[config.mk]
export PLATFORM = sky130hd
export DESIGN_NAME = mac_result_unloader_flat
export DESIGN_NICKNAME = d
export VERILOG_FILES = /design/src/rtl/mac_result_unloader_if.sv /design/src/rtl/mac_result_unloader.sv /design/src/flat_wrapper.sv
export SDC_FILE = /design/constraint.sdc
export NUM_CORES = 1
export LEC_CHECK = 0
export ABC_AREA = 0
export CAP_MARGIN = 40
export CORE_ASPECT_RATIO = 1.4
export CORE_MARGIN = 1
export CORE_UTILIZATION = 52
export DETAILED_ROUTE_END_ITERATION = 6
export PLACE_DENSITY = 0.8
export SLEW_MARGIN = 20
export SYNTH_ARGS = -nofsm -noshare
export SYNTH_HDL_FRONTEND = slang
export SYNTH_SLANG_ARGS = --single-unit
[constraint.sdc]
create_clock -name clk -period 3.52 [get_ports clk]
set_input_delay 0.528 -clock clk [delete_from_list [all_inputs] [get_ports clk]]
set_output_delay 0.528 -clock clk [all_outputs]
set_load 0.01 [all_outputs]
[src/rtl/mac_result_unloader_if.sv]
// Output stream of the MAC result unloader: DATA_WIDTH-bit chunks with a
// valid/ready handshake toward the host byte path.
interface mac_result_unloader_if #(
  parameter int DATA_WIDTH = 8
);
  logic [DATA_WIDTH-1:0] o_data;
  logic                  o_valid;
  logic                  o_ready;

  modport master (
    output o_data,
    output o_valid,
    input  o_ready
  );

  modport slave (
    input  o_data,
    input  o_valid,
    output o_ready
  );
endinterface

[src/rtl/mac_result_unloader.sv]
// Drain side of the MAC array: snapshots all row results on start, streams
// them out MS chunk first, then pulses mac_clr and done.
module mac_result_unloader #(
  parameter int NUM_ROWS   = 8,
  parameter int DATA_WIDTH = 8,
  parameter int ACC_WIDTH  = 24
) (
  input  logic                 clk,
  input  logic                 rst_n,
  input  logic                 start,
  input  logic [ACC_WIDTH-1:0] res_in [NUM_ROWS-1:0],
  mac_result_unloader_if.master out_bus,
  output logic                 busy,
  output logic                 mac_clr,
  output logic                 done
);

  localparam int CHUNKS  = ACC_WIDTH / DATA_WIDTH;
  localparam int ROW_W   = (NUM_ROWS > 1) ? $clog2(NUM_ROWS) : 1;
  localparam int CHUNK_W = (CHUNKS > 1) ? $clog2(CHUNKS) : 1;

  typedef enum logic [1:0] {
    ST_IDLE  = 2'd0,
    ST_SEND  = 2'd1,
    ST_CLEAR = 2'd2,
    ST_DONE  = 2'd3
  } state_t;

  state_t                  state_r;
  logic [ACC_WIDTH-1:0]    snap_r [NUM_ROWS-1:0];
  logic [ROW_W-1:0]        row_r;
  logic [CHUNK_W-1:0]      chunk_r;
  logic [DATA_WIDTH-1:0]   o_data_r;
  logic                    o_valid_r;
  logic                    busy_r;
  logic                    mac_clr_r;
  logic                    done_r;

  logic                    xfer_s;
  logic                    last_chunk_s;
  logic                    last_row_s;
  logic [ROW_W-1:0]        nxt_row_s;
  logic [CHUNK_W-1:0]      nxt_chunk_s;

  // Chunk idx of a result word, counted from the most significant end.
  function automatic logic [DATA_WIDTH-1:0] chunk_sel(
    input logic [ACC_WIDTH-1:0] word,
    input logic [CHUNK_W-1:0]   idx
  );
    logic [ACC_WIDTH-1:0] shifted;
    shifted = word >> ((CHUNKS - 1 - int'(idx)) * DATA_WIDTH);
    return shifted[DATA_WIDTH-1:0];
  endfunction

  assign out_bus.o_data  = o_data_r;
  assign out_bus.o_valid = o_valid_r;
  assign busy            = busy_r;
  assign mac_clr         = mac_clr_r;
  assign done            = done_r;

  // Handshake decode and row/chunk advance for the next transfer.
  always_comb begin
    xfer_s       = o_valid_r & out_bus.o_ready;
    last_chunk_s = (chunk_r == CHUNK_W'(CHUNKS - 1));
    last_row_s   = (row_r == ROW_W'(NUM_ROWS - 1));
    nxt_row_s    = row_r;
    nxt_chunk_s  = chunk_r;
    if (last_chunk_s) begin
      nxt_chunk_s = '0;
      nxt_row_s   = row_r + ROW_W'(1);
    end else begin
      nxt_chunk_s = chunk_r + CHUNK_W'(1);
      nxt_row_s   = row_r;
    end
  end

  // Unloader FSM with registered stream and status outputs.
  always_ff @(posedge clk or negedge rst_n) begin
    if (!rst_n) begin
      state_r   <= ST_IDLE;
      row_r     <= '0;
      chunk_r   <= '0;
      o_data_r  <= '0;
      o_valid_r <= 1'b0;
      busy_r    <= 1'b0;
      mac_clr_r <= 1'b0;
      done_r    <= 1'b0;
      for (int i = 0; i < NUM_ROWS; i++) begin
        snap_r[i] <= '0;
      end
    end else begin
      case (state_r)
        ST_IDLE: begin
          mac_clr_r <= 1'b0;
          done_r    <= 1'b0;
          if (start) begin
            // First chunk comes straight from res_in: snap_r is written on this same edge.
            for (int i = 0; i < NUM_ROWS; i++) begin
              snap_r[i] <= res_in[i];
            end
            row_r     <= '0;
            chunk_r   <= '0;
            o_data_r  <= chunk_sel(res_in[0], CHUNK_W'(0));
            o_valid_r <= 1'b1;
            busy_r    <= 1'b1;
            state_r   <= ST_SEND;
          end else begin
            o_data_r  <= '0;
            o_valid_r <= 1'b0;
            busy_r    <= 1'b0;
          end
        end
        ST_SEND: begin
          if (xfer_s) begin
            if (last_row_s && last_chunk_s) begin
              row_r     <= '0;
              chunk_r   <= '0;
              o_data_r  <= '0;
              o_valid_r <= 1'b0;
              mac_clr_r <= 1'b1;
              state_r   <= ST_CLEAR;
            end else begin
              row_r    <= nxt_row_s;
              chunk_r  <= nxt_chunk_s;
              o_data_r <= chunk_sel(snap_r[nxt_row_s], nxt_chunk_s);
            end
          end else begin
            o_data_r <= o_data_r;
          end
        end
        ST_CLEAR: begin
          mac_clr_r <= 1'b0;
          done_r    <= 1'b1;
          busy_r    <= 1'b0;
          state_r   <= ST_DONE;
        end
        ST_DONE: begin
          done_r  <= 1'b0;
          state_r <= ST_IDLE;
        end
        default: begin
          o_data_r  <= '0;
          o_valid_r <= 1'b0;
          busy_r    <= 1'b0;
          mac_clr_r <= 1'b0;
          done_r    <= 1'b0;
          state_r   <= ST_IDLE;
        end
      endcase
    end
  end

endmodule

[src/flat_wrapper.sv]
// flat-port wrapper written by rule: the top's interface ports become plain ports
module mac_result_unloader_flat 
#(
  parameter int NUM_ROWS   = 8,
  parameter int DATA_WIDTH = 8,
  parameter int ACC_WIDTH  = 24
)
  (clk, rst_n, start, res_in, busy, mac_clr, done, out_bus_o_data, out_bus_o_valid, out_bus_o_ready);
  mac_result_unloader_if #(.DATA_WIDTH(DATA_WIDTH)) out_bus_i ();
  input  logic clk;
  input  logic rst_n;
  input  logic start;
  input  logic [ACC_WIDTH-1:0] res_in[NUM_ROWS-1:0];
  output logic busy;
  output logic mac_clr;
  output logic done;
  output wire logic [$bits(out_bus_i.o_data)-1:0] out_bus_o_data;
  output wire logic [$bits(out_bus_i.o_valid)-1:0] out_bus_o_valid;
  input wire logic [$bits(out_bus_i.o_ready)-1:0] out_bus_o_ready;
  assign out_bus_o_data = out_bus_i.o_data;
  assign out_bus_o_valid = out_bus_i.o_valid;
  assign out_bus_i.o_ready = out_bus_o_ready;
  mac_result_unloader #(.NUM_ROWS(NUM_ROWS), .DATA_WIDTH(DATA_WIDTH), .ACC_WIDTH(ACC_WIDTH)) u_core (.clk(clk), .rst_n(rst_n), .start(start), .res_in(res_in), .out_bus(out_bus_i), .busy(busy), .mac_clr(mac_clr), .done(done));
endmodule
# Word-level counts from Yosys, hierarchy flattened
# Index checks and enable logic that the tools add are counted.
[totals]
register_bits = 211
inputBits = 196
out_inout_bits = 12
elab_cells = 73
[op_classes]
n_addsub = 3
magnitude_cmp = 1
n_eq_ne = 8
n_shift = 1
muxes = 29
bitwise = 1
n_reduce_logical = 14
[op_table]
columns = ["op", "count"]
rows = [
  ["$bmux W24 S3", 1],
  ["$shr A24 B32 Y8", 1],
  ["$mux W24", 1],
  ["$mux W8", 3],
  ["$pmux W8 S2", 1],
  ["$mux W2", 7],
  ["$mux W3", 4],
  ["$reduce_and A3 Y1", 4],
  ["$pmux W1 S2", 4],
  ["$pmux W2 S4", 1],
  ["$reduce_bool A2 Y1", 4],
  ["$eq A2 B2 Y1 const B", 3],
  ["$pmux W3 S2", 1],
  ["$mux W1", 5],
  ["$lt A3 B4 Y1 const B", 1],
  ["$ne A2 B1 Y1 const B", 2],
  ["$pmux W2 S2", 1],
  ["$reduce_and A2 Y1", 2],
  ["$reduce_or A2 Y1", 2],
  ["$add A3 B1 Y3 const B", 1],
  ["$eq A3 B3 Y1 const B", 1],
  ["$sub A2 B2 Y3 const A", 1],
  ["$add A2 B1 Y2 const B", 1],
  ["$eq A2 B1 Y1 const B", 1],
  ["other kinds (4)", 4],
]

# Longest topological paths before layout
[logic_depth]
depth_word = 8
ltp_mapped = 11
mapped_depth_nobuf = 9

# Worst setup path before layout
# No wires, ideal clock.
[synth_timing]
kind = "register to register"
from = "register u_core.chunk_r[0]"
to = "register u_core.o_data_r[4], in the netlist u_core.out_bus.o_data[4]"
setup_time_ns = 0.131
arrival_time_ns = 2.309
t_required_ns = 3.389
path_slack_ns = 1.080
stages_incl_launch_ff = 10
path_buffers = 3
period_less_slack_ns = 2.440
path_cell_list = "dfrtp_1 > or2_1 > buf_2 > inv_2 > clkbuf_1 > ha_1 > buf_2 > or2_2 > o311ai_1 > o31ai_1"
[synth_between]
elab_chain_len = 8
elab_cells_between_ends = 12
cone_classes = "2 x add/sub; 1 x eq/ne; 1 x shift; 7 x mux; 1 x reduce/logical"
[synth_lines]
columns = ["element", "line_no", "source"]
rows = [
  ["start, declared", "mac_result_unloader.sv:32", "logic [CHUNK_W-1:0] chunk_r;"],
  ["start signal, assigned", "mac_result_unloader.sv:124", "chunk_r <= nxt_chunk_s;"],
  ["$eq A2 B2 Y1", "mac_result_unloader.sv:64", "last_chunk_s = (chunk_r == CHUNK_W'(CHUNKS - 1));"],
  ["$mux W3", "mac_result_unloader.sv:68", "if (last_chunk_s) begin"],
  ["$bmux W24 S3", "mac_result_unloader.sv:125", "o_data_r <= chunk_sel(snap_r[nxt_row_s], nxt_chunk_s);"],
  ["$mux W24 (implied by the code)", "mac_result_unloader.sv:125", ""],
  ["$shr A24 B32 Y8", "mac_result_unloader.sv:51", "shifted = word >> ((CHUNKS - 1 - int'(idx)) * DATA_WIDTH);"],
  ["$mux W8 (*)", "mac_result_unloader.sv:115", "if (last_row_s && last_chunk_s) begin"],
  ["$mux W8 (*)", "mac_result_unloader.sv:114", "if (xfer_s) begin"],
  ["$pmux W8 S2 (*)", "mac_result_unloader.sv:92", "case (state_r)"],
  ["end signal, assigned", "mac_result_unloader.sv:103", "o_data_r <= chunk_sel(res_in[0], CHUNK_W'(0));"],
  ["end signal, assigned", "mac_result_unloader.sv:125", ""],
  ["end signal, assigned", "mac_result_unloader.sv:128", "o_data_r <= o_data_r;"],
  ["end, declared", "mac_result_unloader.sv:33", "logic [DATA_WIDTH-1:0] o_data_r;"],
]
# Mark *: on every way between the ends. The rest lies on a longest branch, timed or not. The select of a mux whose other input is x is not followed.
# A chain may end at the register's enable or synchronous reset.

# Worst setup path in the final report
[layout_timing]
from = "register u_core.chunk_r[0]"
to = "register u_core.o_data_r[7], in the netlist u_core.out_bus.o_data[7]"
# The elaborated chain is that of the path after synthesis.

==> reports/metrics.json <==
{
  "run_status": {
    "status": "complete, no violations"
  },
  "yosys": {
    "yosys_register_bits": 211,
    "synthTopCellsByArea": "sky130_fd_sc_hd__dfrtp_1, sky130_fd_sc_hd__mux2_2, sky130_fd_sc_hd__nand2_1",
    "synth_edf_count": 0,
    "postSynth.topFlopCell": "sky130_fd_sc_hd__dfrtp_1",
    "postSynthCellCount": 883,
    "yosysMostFrequentCell": "sky130_fd_sc_hd__dfrtp_1",
    "yosysSeqAreaShare_pct": 50.1,
    "ys_async_sr_fraction_pct": 100,
    "post-synth-top-area-fraction_pct": 50.1,
    "netlist-cell-type-count": 70,
    "synth.yosys.warnings": 0,
    "synth_top_cell_by_area": "sky130_fd_sc_hd__dfrtp_1",
    "syn_area_um2": 10500,
    "ys_top_cells_by_count": "sky130_fd_sc_hd__dfrtp_1, sky130_fd_sc_hd__mux2_2, sky130_fd_sc_hd__nand2_1",
    "synth_fp_nets": 1087,
    "synth_area_per_cell_um2": 11.9
  },
  "finish": {
    "fillerInstances": 1495,
    "syn2layout_area_growth_pct": 27.7,
    "final_net_count": 1270,
    "final_core_utilization_pct": 67.8,
    "final_layout_size_suffix_gt1_share_pct": 25.6,
    "count_of_inserted_antenna_diode_cells": 0
  },
  "drt": {
    "drtPass1Iterations": 5,
    "antenna_left": 0,
    "routed_wl_mm": 29.3,
    "drtIter0Drc": 640,
    "drc_errors": 0,
    "vias_per_cell": 6.04,
    "vias": 8046,
    "routedWlPerCell_um": 22.0
  },
  "setup_path": {
    "critPathMaxFanout": 16,
    "critPathMaxStageDelay_ns": 0.52,
    "worstPathRequired_ns": 3.90,
    "reg2reg_slack_ns": 0.59,
    "worstPathArrival_ns": 3.32,
    "worstSetupEndpointType": "flip-flop",
    "worst_setup_path_start_kind": "flip-flop",
    "worstRegToRegCells": 9,
    "crit_chain": "or2_1, inv_2, ha_1, nor2_1, mux2i_2, a21oi_1, a2bb2oi_1, o311ai_1, o31ai_1",
    "timing.critical_path.slowest_stage_cell": "sky130_fd_sc_hd__a21oi_1",
    "setup.worst_path.class": "reg2reg"
  },
  "timing": {
    "timing_hold_violations_final": 0,
    "layout_setup_ws_ns": 0.586,
    "min_clock_period_post_route_ns": 2.93,
    "setup_viol_count_final": 0,
    "timing.final.crit_share_pct": 83.3,
    "fmaxAchievable_mhz": 341,
    "relSlewSlack_pct": 41.2,
    "setup_total_negative_slack_ns": 0,
    "grt_setup_unrepaired": "false",
    "finClkSkew_ns": 0.0202,
    "worst_slew_pin_slew_ns": 0.881,
    "drv_slew": 0
  },
  "cts": {
    "h-tree-depth": 1,
    "clock_sink_count": 211,
    "clk_latency_ns": 0.51,
    "ctsResizeCount": 0,
    "cts-buffers-inserted": 21,
    "cts_buffer_depth": 3,
    "cts_root_buffer": "sky130_fd_sc_hd__clkbuf_16",
    "count_of_buffers_added_by_post_cts_timing_repair_for_setup": 0,
    "cts.hold.buffers_added": 0,
    "path_clk_slew_ns": 0.07,
    "clock_tree_from_tritoncts": "yes"
  },
  "floorplan": {
    "placement_rows": 61,
    "die_h_um": 170,
    "floorplan.die.width_um": 122,
    "core_region_area_um2": 19800,
    "floorplan.initialDensity_pct": 53.1,
    "pin_count": 208,
    "die_area_um2": 20800
  },
  "global_routing": {
    "grt_overflow": 0,
    "groute.usage.overall_pct": 28.8,
    "initial_antenna_violation_count": 0,
    "pin_count_of_the_biggest_net_entering_global_routing": 84,
    "first_pass_grt_wire_length_mm": 45.2,
    "first_global_vias": 8126
  },
  "pwr": {
    "report.power.total_mw": 4.87,
    "power_density_nw_per_um2": 361,
    "irDropWorstVdd_v": 0.000289,
    "leakage_nw": 6.13
  },
  "place": {
    "hpwlAfterDp_mm": 21.5,
    "post-place-ws_ns": 0.642,
    "routabilityCongestion": 0.925,
    "buffer_ports.inserted": 207
  },
  "hold_path": {
    "worst_hold_path_type": "in2async"
  },
  "job": {
    "maxCapViolCount": 0
  }
}
-- per-stage QoR --
step	cells	cell area (um2)	hold WS (ns)
detailed placement	1293	12800	0.488
global placement	1293	12800	0.485
floorplan	883	10500	0.232
finish	1332	13500	0.0594
CTS	1330	13400	0.0750
global route	1332	13500	0.108
-- report_power, final --
group | total [mW] | leakage (nW) | switching, mW | internal, mW
Clock | 2.15 | 0.323 | 0.950 | 1.20
Sequential | 2.42 | 2.94 | 0 | 2.42
Combinational | 0.289 | 2.87 | 0.0934 | 0.195
Total | 4.87 | 6.13 | 1.04 | 3.82
-- placed cells by master (no fill, tap or decap), types with 7 or more instances in the layout --
cell / synthesis / layout
sky130_fd_sc_hd__a21oi_1: 30 / 30
sky130_fd_sc_hd__buf_4: 3 / 10
sky130_fd_sc_hd__nand3_1: 39 / 39
sky130_fd_sc_hd__a31oi_1: 17 / 17
sky130_fd_sc_hd__dfrtp_1: 211 / 210
sky130_fd_sc_hd__ha_1: 8 / 8
sky130_fd_sc_hd__o221ai_1: 8 / 8
sky130_fd_sc_hd__o22ai_1: 19 / 19
sky130_fd_sc_hd__o21ai_0: 21 / 21
sky130_fd_sc_hd__nand2b_1: 12 / 12
sky130_fd_sc_hd__nor2_1: 32 / 32
sky130_fd_sc_hd__o32ai_1: 7 / 7
sky130_fd_sc_hd__a2bb2oi_1: 8 / 8
sky130_fd_sc_hd__clkdlybuf4s50_1: 0 / 206
sky130_fd_sc_hd__and3_1: 9 / 9
sky130_fd_sc_hd__nand2_1: 63 / 62
sky130_fd_sc_hd__nor3_1: 13 / 13
sky130_fd_sc_hd__mux2i_1: 23 / 23
sky130_fd_sc_hd__o31ai_1: 9 / 9
sky130_fd_sc_hd__clkbuf_16: 0 / 21
sky130_fd_sc_hd__mux2_2: 199 / 199
-- worst max-delay path, delay by kind of cell, from the launching register on --
family | cells | cell delay (ns)
flip-flops | 1 | 0.44
AND/OR/NAND/NOR | 2 | 0.56
AO/OA/AOI/OAI | 4 | 0.94
multiplexers | 1 | 0.12
buffers and inverters | 1 | 0.28
adder cells (fa/ha/maj) | 1 | 0.46
-- final timing paths --
check,end,startpoint
worst max register to register,u_core.out_bus.o_data[7]$_DFFE_PN0P_,u_core.chunk_r[0]$_DFFE_PN0P_
worst min-delay path,u_core.snap_r[53]$_DFFE_PN0P_,rst_n
min in group clk,u_core.snap_r[8]$_DFFE_PN0P_,u_core.snap_r[8]$_DFFE_PN0P_
worst max-delay path,u_core.out_bus.o_data[7]$_DFFE_PN0P_,u_core.chunk_r[0]$_DFFE_PN0P_
worst min register to register,u_core.snap_r[8]$_DFFE_PN0P_,u_core.snap_r[8]$_DFFE_PN0P_
max in group asynchronous,u_core.snap_r[158]$_DFFE_PN0P_,rst_n
-- area by class of cell --
class | count | area [um2] | share of cell area [%]
clock buffer | 27 | 558 | 4.14
clock inverter | 10 | 86.3 | 0.641
inverter | 6 | 25.0 | 0.186
multi-input combinational | 601 | 4890 | 36.3
sequential | 211 | 5280 | 39.2
tap | 252 | 315 | 2.34
timing repair buffer | 225 | 2310 | 17.2
-- sequential cells by signal, indices dropped and copies added (netlist names) --
register and flops:
u_core.snap_r 192, u_core.done 1, u_core.busy 1, u_core.out_bus.o_data 8
u_core.row_r 3, u_core.out_bus.o_valid 1, u_core.state_r 2, u_core.mac_clr 1
u_core.chunk_r 2
-- logic make-up (layout without fill, tap and decap cells) --
| family | count (synthesis) | after routing | share of synthesized area, % |
|---|---|---|---|
| multiplexers | 231 | 231 | 25.0 |
| flip-flops | 211 | 211 | 50.1 |
| AO/OA/AOI/OAI | 167 | 167 | 11.1 |
| adder cells (fa/ha/maj) | 8 | 8 | 0.950 |
| AND/OR/NAND/NOR | 193 | 193 | 8.88 |
| buffers and inverters | 71 | 268 | 3.60 |
| XOR/XNOR | 2 | 2 | 0.416 |
-- per-layer routing --
metal  track usage (%)  share of wire (%)
met1              37.0                 39
met2              47.9                 50
met3              4.66                6.5
met4              12.5                4.4
met5                 0                  0
Note: power is estimated with default switching activity, not from simulation.
